--- src/rtl/div_pkg.sv ---
// div_pkg: shared state encoding and control constants for the multi-cycle divider
package div_pkg;
  localparam int DIV_W = 32;
  typedef enum logic [1:0] {
    DIV_FREE   = 2'b00,
    DIV_BYZERO = 2'b01,
    DIV_ON     = 2'b10,
    DIV_END    = 2'b11
  } div_state_e;
  localparam logic RST_ENABLE = 1'b0;
  localparam logic DIV_RESULT_READY = 1'b1;
  localparam logic DIV_RESULT_NOT_READY = 1'b0;
  localparam logic DIV_START = 1'b1;
  localparam logic DIV_STOP = 1'b0;
endpackage

--- src/rtl/div.sv ---
// div: restoring divider, one quotient bit per cycle, returns {remainder, quotient}
module div
  import div_pkg::*;
#(
  parameter int DATA_W = DIV_W
) (
  input  logic                  clk,
  input  logic                  rst,
  input  logic                  signed_div_i,
  input  logic [DATA_W-1:0]     opdata1_i,
  input  logic [DATA_W-1:0]     opdata2_i,
  input  logic                  start_i,
  input  logic                  annul_i,
  output logic [2*DATA_W-1:0]   result_o,
  output logic                  ready_o
);
  localparam int CNT_W = $clog2(DATA_W) + 1;
  div_state_e state;
  logic [CNT_W-1:0] cnt;
  logic [2*DATA_W:0] sr;
  logic [DATA_W-1:0] divisor, dmag, vmag, quo, rem;
  logic [DATA_W:0] diff;
  logic s1, s2;
  always_comb begin
    dmag = (signed_div_i && opdata1_i[DATA_W-1]) ? -opdata1_i : opdata1_i;
    vmag = (signed_div_i && opdata2_i[DATA_W-1]) ? -opdata2_i : opdata2_i;
    diff = {1'b0, sr[2*DATA_W-1:DATA_W]} - {1'b0, divisor};
    quo  = (s1 ^ s2) ? -sr[DATA_W-1:0] : sr[DATA_W-1:0];
    rem  = s1 ? -sr[2*DATA_W:DATA_W+1] : sr[2*DATA_W:DATA_W+1];
  end
  // sign bits are latched as zero in unsigned mode so finalize needs no mode check
  always_ff @(posedge clk) begin
    if (rst == RST_ENABLE) begin
      state    <= DIV_FREE;
      cnt      <= '0;
      sr       <= '0;
      divisor  <= '0;
      s1       <= 1'b0;
      s2       <= 1'b0;
      ready_o  <= DIV_RESULT_NOT_READY;
      result_o <= '0;
    end else begin
      case (state)
        DIV_FREE: begin
          ready_o  <= DIV_RESULT_NOT_READY;
          result_o <= '0;
          if (start_i == DIV_START && !annul_i) begin
            if (opdata2_i == '0) begin
              state <= DIV_BYZERO;
            end else begin
              state   <= DIV_ON;
              cnt     <= '0;
              sr      <= {{DATA_W{1'b0}}, dmag, 1'b0};
              divisor <= vmag;
              s1      <= signed_div_i & opdata1_i[DATA_W-1];
              s2      <= signed_div_i & opdata2_i[DATA_W-1];
            end
          end
        end
        DIV_BYZERO: begin
          state    <= DIV_END;
          result_o <= '0;
          ready_o  <= DIV_RESULT_READY;
        end
        DIV_ON: begin
          if (annul_i) begin
            state   <= DIV_FREE;
            ready_o <= DIV_RESULT_NOT_READY;
          end else if (cnt != CNT_W'(DATA_W)) begin
            sr  <= diff[DATA_W] ? {sr[2*DATA_W-1:0], 1'b0} : {diff[DATA_W-1:0], sr[DATA_W-1:0], 1'b1};
            cnt <= cnt + 1'b1;
          end else begin
            result_o <= {rem, quo};
            ready_o  <= DIV_RESULT_READY;
            state    <= DIV_END;
          end
        end
        DIV_END: begin
          if (start_i == DIV_STOP) begin
            state    <= DIV_FREE;
            ready_o  <= DIV_RESULT_NOT_READY;
            result_o <= '0;
          end
        end
      endcase
    end
  end
endmodule

--- config.mk ---
export PLATFORM = sky130hd
export DESIGN_NAME = div
export DESIGN_NICKNAME = d
export VERILOG_FILES = /design/src/rtl/div_pkg.sv /design/src/rtl/div.sv
export SDC_FILE = /design/constraint.sdc
export NUM_CORES = 1
export LEC_CHECK = 0
export ABC_AREA = 1
export BUFFER_PORTS_ARGS = -buffer_cell sky130_fd_sc_hd__buf_2
export CORE_AREA = 2 2 174 159
export CTS_CLUSTER_SIZE = 12
export DETAILED_ROUTE_END_ITERATION = 8
export DIE_AREA = 0 0 176 161
export GPL_ROUTABILITY_DRIVEN = 0
export PLACE_DENSITY_LB_ADDON = 0.08
export SYNTH_ARGS = -nofsm -noshare
export SYNTH_HDL_FRONTEND = slang
export SYNTH_SLANG_ARGS = --single-unit
export TNS_END_PERCENT = 100
--- constraint.sdc ---
create_clock -name clk -period 4.6 [get_ports clk]
set_clock_uncertainty 0.2 [all_clocks]
set_input_delay 0.92 -clock clk [delete_from_list [all_inputs] [get_ports clk]]
set_output_delay 0.92 -clock clk [all_outputs]
set_load 0.01 [all_outputs]
After elaboration in Yosys (flattened, before gate mapping)
Index checks and enable logic that the tools add are counted.
- flip-flop bits (word level): 172
- bits of input ports: 69
- output and inout port bits: 65
- add/sub/neg operators: 6
- equality and inequality tests: 11
- multiplexer cells: 29
- bitwise operators: 4
- reduce and logical (&&, ||, !) cells: 13
- operator list (kind ; count):
    2-to-1 mux 65 bit ; 5
    2-to-1 mux 64 bit ; 3
    case mux 64 bit (3 select lines) ; 1
    case mux 65 bit (2 select lines) ; 1
    2-to-1 mux 32 bit ; 4
    negator 32 bit ; 4
    subtractor 32 x 32 -> 33 bit ; 1
    logical NOT 32 bit ; 1
    2-to-1 mux 6 bit ; 4
    inequality test 2 bit (second input constant) ; 6
    case mux 6 bit (2 select lines) ; 1
    2-to-1 mux 2 bit ; 5
    AND reduction 3 bit ; 3
    case mux 2 bit (4 select lines) ; 1
    adder 6 x 1 -> 6 bit (second input constant) ; 1
    inequality test 6 bit (second input constant) ; 1
    AND reduction 5 bit ; 1
    == test 2 bit (second input constant) ; 2
    case mux 1 bit (4 select lines) ; 1
    logical AND 1 bit ; 3
    2-to-1 mux 1 bit ; 3
    inequality test 3 bit (second input constant) ; 1
    bitwise AND 1 bit ; 2
    == test 2 x 1 -> 1 bit (second input constant) ; 1
    7 further kinds ; 7

Logic depth before layout (Yosys ltp)
Gate-level depths: netlist of run 1.
- word-level depth: 5
- gate-level depth with buffers: 17

Worst setup path before layout of run 1
Ideal clock, no wire load.
- kind: input -> register
- start: in opdata2_i[0]
- end: reg sr[5]
- setup time: 0.132 ns
- data arrival time: 2.217 ns
- data required time: 4.268 ns
- setup slack: 2.050 ns
- stages: 13
- buffers on the path: 2
- cells stage by stage: inv_1 > ha_1 > nand2_2 > nor2_4 > nand2_4 > nor2_4 > nand2_2 > nand3_4 > nor2_4 > buf_4 > buf_6 > nand2_1 > a21oi_1
- cells in the longest elaborated chain, start to end: 3
- RTL lines (what ; RTL line ; source):
    from (decl) ; div.sv:11 ; input logic [DATA_W-1:0] opdata2_i,
    logical NOT 32 bit ; div.sv:48 ; if (opdata2_i == '0) begin
    inequality test 2 bit (no source line) ; -- ;
    AND reduction 5 bit (no source line) ; -- ;
    to (signal assigned) ; div.sv:53 ; sr <= {{DATA_W{1'b0}}, dmag, 1'b0};
    to (signal assigned) ; div.sv:70 ; sr <= diff[DATA_W] ? {sr[2*DATA_W-1:0], 1'b0} : {diff[DATA_W-1:0], sr[DATA_W-1:0], 1'b1};
    to (decl) ; div.sv:20 ; logic [2*DATA_W:0] sr;
Every way passes these cells.
A chain may end at the register's enable or synchronous reset.

Final worst setup path of run 1
- start: reg state[0]
- end: reg result_o[12]
- cells in the longest elaborated chain, start to end: 3
- elaborated cells on any way between the ends: 10
- classes of those cells: eq/ne: 6; mux: 1; reduce/logical: 3
- RTL lines (what ; RTL line ; source):
    from (decl) ; div.sv:18 ; div_state_e state;
    from (signal assigned) ; div.sv:34 ; state <= DIV_FREE;
    from (signal assigned) ; div.sv:49 ; state <= DIV_BYZERO;
    from (signal assigned) ; div.sv:51 ; state <= DIV_ON;
    == test 2 x 1 -> 1 bit (tied with other cells) ; div.sv:43 ; case (state)
    OR reduction 2 bit (no source line) / inequality test 2 bit (equally long branches) ; -- ;
    case mux 64 bit (3 select lines) / AND reduction 3 bit (equally long branches) ; -- ;
    to (signal assigned) ; div.sv:73 ; result_o <= {rem, quo};
    to (decl) ; div.sv:14 ; output logic [2*DATA_W-1:0] result_o,
Parallel ways exist; a longest one is shown, timed or not.

==> results of run 1 <==
-- metal layers --
layer | wire length [µm] | global-route usage [%] | vias up
li1 | - | - | 7257
met1 | 21000 | 46.2 | 6367
met2 | 16500 | 40.6 | 604
met3 | 3430 | 3.70 | 43
met4 | 615 | 6.57 | 0
met5 | 0 | 0 | -
-- final timing paths --
path,from,end,slack (ns),cells past startpoint
worst max-delay path,state[0],result_o[12],1.20,11
worst min-delay path,result_o[63],result_o[63],0.26,2
worst max register to register,state[0],result_o[12],1.20,11
worst min register to register,result_o[63],result_o[63],0.26,2
-- final cells by class --
type                       instances  area share [%]
sequential                       172            23.7
clock inverter                    14            1.22
tap                              354            3.05
timing repair buffer             142            5.04
clock buffer                      18            2.95
multi-input combinational       1674            56.0
inverter                         312            8.07
-- synthesized netlist by cell type (2+ instances only) --
cell type,number
a21boi_1,2
a21o_1,2
a21oi_1,188
a21oi_2,3
a31oi_1,11
and2_1,5
buf_1,2
buf_2,18
buf_4,10
buf_6,6
clkbuf_1,38
clkinv_1,9
dfxtp_1,172
ha_1,44
inv_1,292
inv_2,11
nand2_1,713
nand2_2,5
nand2_4,3
nand3_1,206
nand3b_1,9
nand4_1,35
nor2_1,221
nor2_2,6
nor2_4,4
nor3_1,20
o211ai_1,5
o21a_1,9
o21ai_0,75
o21ai_1,6
o21bai_1,2
o31ai_1,4
or2_2,4
xnor2_1,24
xor2_1,57
-- power breakdown --
group	internal (mW)	switching, mW	leakage, nW	total [mW]
logic	1.05	2.43	5.59	3.48
clock network	0.826	0.689	0.291	1.52
registers	1.73	0.289	1.40	2.02
total	3.60	3.41	7.28	7.01
-- registers in the layout, indices dropped and copies added, names as in the netlist --
register  flops
result_o     64
sr           65
s1            1
s2            1
ready_o       1
divisor      32
state         2
cnt           6
-- worst max-delay path, stage by stage (launching register included) --
cell,delay [ns]
dfxtp_1,0.39
inv_1,0.10
ha_1,0.20
buf_4,0.19
inv_1,0.39
nor2_1,0.15
nor2_4,0.26
nand2_2,0.26
inv_2,0.65
o21ai_0,0.22
a21o_1,0.20
a21oi_1,0.11
-- kinds of logic (layout without fill, tap and decap cells) --
group / after synthesis / count (layout) / share of synthesized area, %
and+or+nand+nor: 1239 / 1239 / 39.7
DFF: 172 / 172 / 26.2
adders and majority gates: 45 / 45 / 4.34
xor gates and xnor gates: 81 / 81 / 5.40
buffers and inverters: 386 / 486 / 11.8
AOI/OAI and AO/OA: 309 / 309 / 12.5
==> results.cfg, run 1 <==
[drt]
via_per_inst = 5.31
wirelength_mm = 41.5
dr.first_iter.drc_count = 1658
ant_nets = 0
firstDrtPassIters = 6
num_vias = 14300
drc = 0
wl_per_cell_um = 15.5

[logic_synthesis]
yosysTopAreaCellShare_pct = 26.2
avgSynthCellArea_um2 = 5.89
syn_inst = 2232
synthArstFlopShare_pct = 0
synth_edf_count = 0
ys_warn_count = 0
synthFlopType = dfxtp_1
synth_top_cell_by_area = dfxtp_1
ys_types = 46
ys_seq_area_share_pct = 26.2
synth_area_leaders = dfxtp_1 (26%), nand2_1 (20%), inv_1 (8.3%), nand3_1 (7.8%), a21oi_1 (7.2%)
syn_area_mm2 = 0.0131
synth-seq-cells = 172
synthesis.nets = 2346

[critical_path]
setup.worst_path.class = flop to flop
crit_path_max_fanout = 44
crit_arrival_ns = 3.56
critical_path_required_ns = 4.77
end_kind = flop
startpoint_type = flop

[timing]
tns_ns = 0
max_slew.worst_pin.slew_ns = 1.07
worst_slack_ns = 1.20
whs_ns = 0.262
grt_setup_unrepaired = false
setup_viol = 0
fin_crit_sh_pct = 73.8
layout_min_cycle_time_ns = 3.40
drv_slew = 0
final-hold-violation-count = 0
max_freq_ghz = 0.294
relSlewSlack_pct = 28.8

[global_route]
antenna_found_initial = 0
gr-total-overflow = 0
grt_pass1_vias = 12300
grt.total_usage_pct = 28.9
grt_max_degree = 68
grt_pass1_wl_mm = 65.3

[floorplan]
placementRows = 57
die_area_mm2 = 0.0283
ios = 134
fp.dieH_um = 161
core_mm2 = 0.0266
chipWidth_um = 176
initial_core_util_pct = 49.4

[finish]
final_common_cell = nand2_1
regArea_mm2 = 0.00344
fin_nets = 2433
final_cell_count_no_fill = 2686
finalInstanceArea_mm2 = 0.0145
fill_cells = 2792
final_cell_mix = nand2_1 (713), inv_1 (292), nor2_1 (221), nand3_1 (206), a21oi_1 (188)
syn2layout_area_growth_pct = 10.7
multi_input_comb_area_mm2 = 0.00814
insertedDiodeCount = 0
drive_gt1_share_pct = 9.26
fin_util_pct = 54.7

[clock_tree]
numCtsBuffers = 17
holdBufCountCts = 0
clk_pin_slew_worst_paths_ns = 0.07
cts_setup_buffers = 0
cts_max_level = 4
cts_tree = done
cts_root_buffer = clkbuf_16
cts_sinks = 172
cts_resized = 0
clockBufferDepth = 2
clock_latency_ns = 0.45

[power_and_ir_drop]
total_power_mw = 7.01
powerDensity_mw_per_mm2 = 482
leakage_nw = 7.28
ir_worst_vdd_uv = 284

[placement]
dp.cells = 2654
pre_cts_ws_ns = 1.29
post_dp_cell_area_mm2 = 0.0139
dp_hpwl_mm = 32.2
io_buffers = 133

[outcome]
status = finished, final reports clean

[worst_hold_path]
hold_path_class = flop to flop

[run]
maxCapViolations = 0
Power figures use the tool's default switching activity.
==> inputs of run 2 (changes only) <==
==> constraint.sdc (replaced) <==
create_clock -name clk -period 3.5 [get_ports clk]
set_clock_uncertainty 0.2 [all_clocks]
set_input_delay 0.7 -clock clk [delete_from_list [all_inputs] [get_ports clk]]
set_output_delay 0.7 -clock clk [all_outputs]
set_load 0.01 [all_outputs]
==> run 2 against run 1 <==
  * Die area unchanged
  * Clock-buffer cell count did not move
  * Clock power rose by 25%
  * Hold slack improved by 0.0013 ns
  * Non-clock buffer count up 9
  * Largest cell class unchanged
==> results.cfg, run 2 (same netlist as run 1, synthesis figures left out) <==
[outcome]
status = finished, final reports clean

[placement]
dp.cells = 2663
io_buffers = 133
post_dp_cell_area_mm2 = 0.0140
pre_cts_ws_ns = 0.282
dp_hpwl_mm = 32.3

[finish]
largest_register_ffs = 65
fin_util_pct = 54.9
regMostFlops = sr
final_cell_mix = nand2_1 (713), inv_1 (292), nor2_1 (221), nand3_1 (206), a21oi_1 (188)
fin_nets = 2442
final_common_cell = nand2_1
drive_gt1_share_pct = 9.61
insertedDiodeCount = 0
multi_input_comb_area_mm2 = 0.00814
regArea_mm2 = 0.00344
syn2layout_area_growth_pct = 11.1
finalInstanceArea_mm2 = 0.0146
fill_cells = 2849
top_regs = sr (65), result_o (64), divisor (32)
final_cell_count_no_fill = 2695

[critical_path]
critical_path_required_ns = 3.62
crit_path_max_fanout = 33
setup.worst_path.class = flop to flop
startpoint_type = flop
end_kind = flop
crit_arrival_ns = 3.10

[power_and_ir_drop]
ir_worst_vdd_uv = 404
leakage_nw = 7.31
powerDensity_mw_per_mm2 = 626

[worst_hold_path]
hold_path_class = flop to flop

[timing]
tns_ns = 0
relSlewSlack_pct = 32.9
fin_crit_sh_pct = 85.2
setup_viol = 0
layout_min_cycle_time_ns = 2.98
grt_setup_unrepaired = false
worst_slack_ns = 0.520
max_slew.worst_pin.slew_ns = 1.01
final-hold-violation-count = 0
drv_slew = 0
max_freq_ghz = 0.336

[clock_tree]
cts_resized = 0
clock_latency_ns = 0.43
numCtsBuffers = 17
clockBufferDepth = 2
holdBufCountCts = 0
cts_sinks = 172
cts_max_level = 4
clk_pin_slew_worst_paths_ns = 0.07
cts_tree = done
cts_setup_buffers = 0
cts_root_buffer = clkbuf_16

[global_route]
grt_pass1_wl_mm = 65.2
grt_max_degree = 71
gr-total-overflow = 0
antenna_found_initial = 0
grt.total_usage_pct = 28.7
grt_pass1_vias = 12300

[floorplan]
ios = 134
die_area_mm2 = 0.0283
core_mm2 = 0.0266
initial_core_util_pct = 49.4
placementRows = 57
chipWidth_um = 176
fp.dieH_um = 161

[drt]
wl_per_cell_um = 15.2
firstDrtPassIters = 6
drc = 0
dr.first_iter.drc_count = 1506
wirelength_mm = 41.1
via_per_inst = 5.32
ant_nets = 0
num_vias = 14300

[run]
maxCapViolations = 0
run 2: changes by cell type in the layout (fill, tap and decap cells not counted):
cell	previous run	this run
bufinv_16	2	1
clkinv_8	1	2
clkinv_2	0	1
inv_8	3	1
buf_4	9	17
clkinv_4	1	2
buf_12	0	1
run 2: area by class of cell:
class	instances	area share [%]
clock buffer	18	2.94
clock inverter	14	1.06
inverter	312	8.04
multi-input combinational	1674	55.8
sequential	172	23.6
tap	354	3.03
timing repair buffer	151	5.57
run 2: final timing paths:
path | start | to | slack, ns | cells after the start
max | sr[32] | sr[56] | 0.52 | 15
min | result_o[30] | result_o[30] | 0.26 | 2
max reg2reg | sr[32] | sr[56] | 0.52 | 15
min reg2reg | result_o[30] | result_o[30] | 0.26 | 2
run 2: worst max-delay path, cell delays in order, from the launching register on:
cell and delay (ns):
dfxtp_1 0.37, inv_1 0.09, ha_1 0.21, fa_1 0.38, inv_1 0.13, nand2_1 0.09, nand2_1 0.12, nand3_1 0.08
nand2_1 0.14, nand2_1 0.08, nand2_2 0.10, nand2_4 0.14, nand2_4 0.36, nand3_1 0.21, nand2_1 0.11, a21oi_1 0.06
run 2: report_power, final:
part	total (mW)	switching, mW	internal [mW]
Sequential	2.64	0.368	2.27
Clock	1.90	0.887	1.01
Combinational	4.60	3.19	1.41
run 2: routing by layer:
metal  wire (µm)  track usage (%)  up-vias
met5           0                0        -
met3        3490             3.98       32
met2       16500             40.6      584
met4         447             4.88        0
met1       20700             46.1     6437
li1            -                -     7281
run 2: per-stage QoR:
stage	hold WS, ns	total power, mW
4_1_cts	0.264	9.06
5_1_grt	0.281	9.85
6_report	0.263	9.14
3_5_place_dp	0.252	7.15
2_1_floorplan	0.230	6.02
3_3_place_gp	0.250	7.10
==> inputs of run 3 (changes only) <==
==> constraint.sdc (replaced) <==
create_clock -name clk -period 3.5 [get_ports clk]
set_clock_uncertainty 0.2 [all_clocks]
set_input_delay 0.525 -clock clk [delete_from_list [all_inputs] [get_ports clk]]
set_output_delay 0.525 -clock clk [all_outputs]
set_load 0.01 [all_outputs]
==> run 3 against run 2 <==
  * Hold slack worse by 0.086 ns
  * Flip-flop and latch count is the same
  * Non-clock buffer count down 2
  * Via count fell by 0.36%
  * Global-route usage up 0.45 points
  * Final area is essentially flat
  * Core utilization about the same
  * Clock-buffer cell count is 1 lower
  * Clock power increased by 5%
  * Critical path depth stayed put
  * Die area unchanged
  * Wire length grew 0.73%
==> results.cfg, run 3 (same netlist as run 1, synthesis figures left out) <==
[outcome]
status = finished, final reports clean

[critical_path]
crit_arrival_ns = 3.25
startpoint_type = flop
end_kind = flop
r2r-start = sr[32]
crit_path_max_fanout = 33
setup.worst_path.class = flop to flop
critical_path_required_ns = 3.60
crit_start = sr[32]

[timing]
max_slew.worst_pin.slew_ns = 1.03
grt_setup_unrepaired = false
tns_ns = 0
fin_crit_sh_pct = 89.9
layout_min_cycle_time_ns = 3.15
setup_viol = 0
final-hold-violation-count = 0
relSlewSlack_pct = 31.7
max_freq_ghz = 0.318
drv_slew = 0

[clock_tree]
cts_root_buffer = clkbuf_16
cts_tree = done
clockBufferDepth = 2
cts_resized = 0
clock_latency_ns = 0.45
cts_setup_buffers = 0
holdBufCountCts = 0
cts_sinks = 172
clk_pin_slew_worst_paths_ns = 0.08
cts_max_level = 4
numCtsBuffers = 17

[power_and_ir_drop]
leakage_nw = 7.32
powerDensity_mw_per_mm2 = 635
ir_worst_vdd_uv = 590

[floorplan]
fp.dieH_um = 161
ios = 134
die_area_mm2 = 0.0283
placementRows = 57
initial_core_util_pct = 49.4
core_mm2 = 0.0266
chipWidth_um = 176

[global_route]
grt_pass1_vias = 12400
grt_max_degree = 71
gr-total-overflow = 0
antenna_found_initial = 0
grt_pass1_wl_mm = 65.7
grt.total_usage_pct = 29.2

[finish]
final_common_cell = nand2_1
largest_register_ffs = 65
insertedDiodeCount = 0
drive_gt1_share_pct = 9.58
final_cell_mix = nand2_1 (713), inv_1 (292), nor2_1 (221), nand3_1 (206), a21oi_1 (188)
regMostFlops = sr
finalInstanceArea_mm2 = 0.0146
fin_nets = 2440
syn2layout_area_growth_pct = 11.2
top_regs = sr (65), result_o (64), divisor (32)

[placement]
dp_hpwl_mm = 32.2
post_dp_cell_area_mm2 = 0.0140
io_buffers = 133

[drt]
wl_per_cell_um = 15.4
drc = 0
ant_nets = 0
via_per_inst = 5.30
num_vias = 14300
firstDrtPassIters = 8
dr.first_iter.drc_count = 1366
wirelength_mm = 41.4

[run]
maxCapViolations = 0

[worst_hold_path]
hold_start = opdata2_i[29]
hold_path_class = primary input to flop
[run 3: cell types whose count changed in the layout (fill, tap and decap cells not counted), sizes merged]
cell      change
clkinv        -1
inv           +3
clkbuf        -1
clkinvlp      -1
buf           -2
[run 3: final cells by class]
type	instances	area [µm²]
clock inverter	15	186
tap	354	443
inverter	312	1170
clock buffer	17	425
timing repair buffer	149	798
sequential	172	3440
fill	2853	12000
multi-input combinational	1674	8140
[run 3: critical path, cell delays in order, from the launching register on]
cell and delay (ns):
dfxtp_1 0.35, inv_1 0.08, ha_1 0.22, fa_1 0.39, inv_1 0.15, nand2_1 0.09
nand2_1 0.12, nand3_1 0.08, nand2_1 0.13, nand2_1 0.08, nand2_2 0.10, nand2_4 0.22
nand2_4 0.41, nand3_1 0.20, nand3_1 0.11, a21oi_1 0.06
[run 3: metal layers]
metal	track usage (%)	wire length (µm)	vias to the layer above
met4	5.45	536	0
met3	3.95	3000	35
li1	-	-	7261
met2	41.7	16600	525
met5	0	0	-
met1	46.4	21200	6462
[run 3: path summary, 6_finish.rpt]
check | slack, ns | to | depth (start not counted)
setup / recovery | 0.35 | sr[54] | 15
hold / removal | 0.18 | divisor[29] | 3
setup reg to reg | 0.35 | sr[54] | 15
hold reg to reg | 0.26 | result_o[13] | 2
[run 3: power breakdown]
part / switching [mW] / total [mW] / internal (mW)
combinational: 3.23 / 4.64 / 1.41
clock: 0.958 / 1.99 / 1.03
sequential: 0.377 / 2.65 / 2.27
total: 4.56 / 9.28 / 4.72
[run 3: through the flow]
| stage | util, % | instances | worst slack, ns | total power [mW] | hold slack (ns) |
|---|---|---|---|---|---|
| finish | 54.9 | 2693 | 0.353 | 9.28 | 0.178 |
| global route | 54.9 | 2693 | 0.115 | 9.98 | 0.185 |
| CTS | 54.9 | 2693 | 0.346 | 9.18 | 0.160 |
| detailed placement | 52.6 | 2661 | 0.383 | 7.20 | 0.252 |
| global placement | 52.6 | 2661 | 0.466 | 7.15 | 0.250 |
| floorplan | - | 2232 | 1.21 | 6.02 | 0.230 |
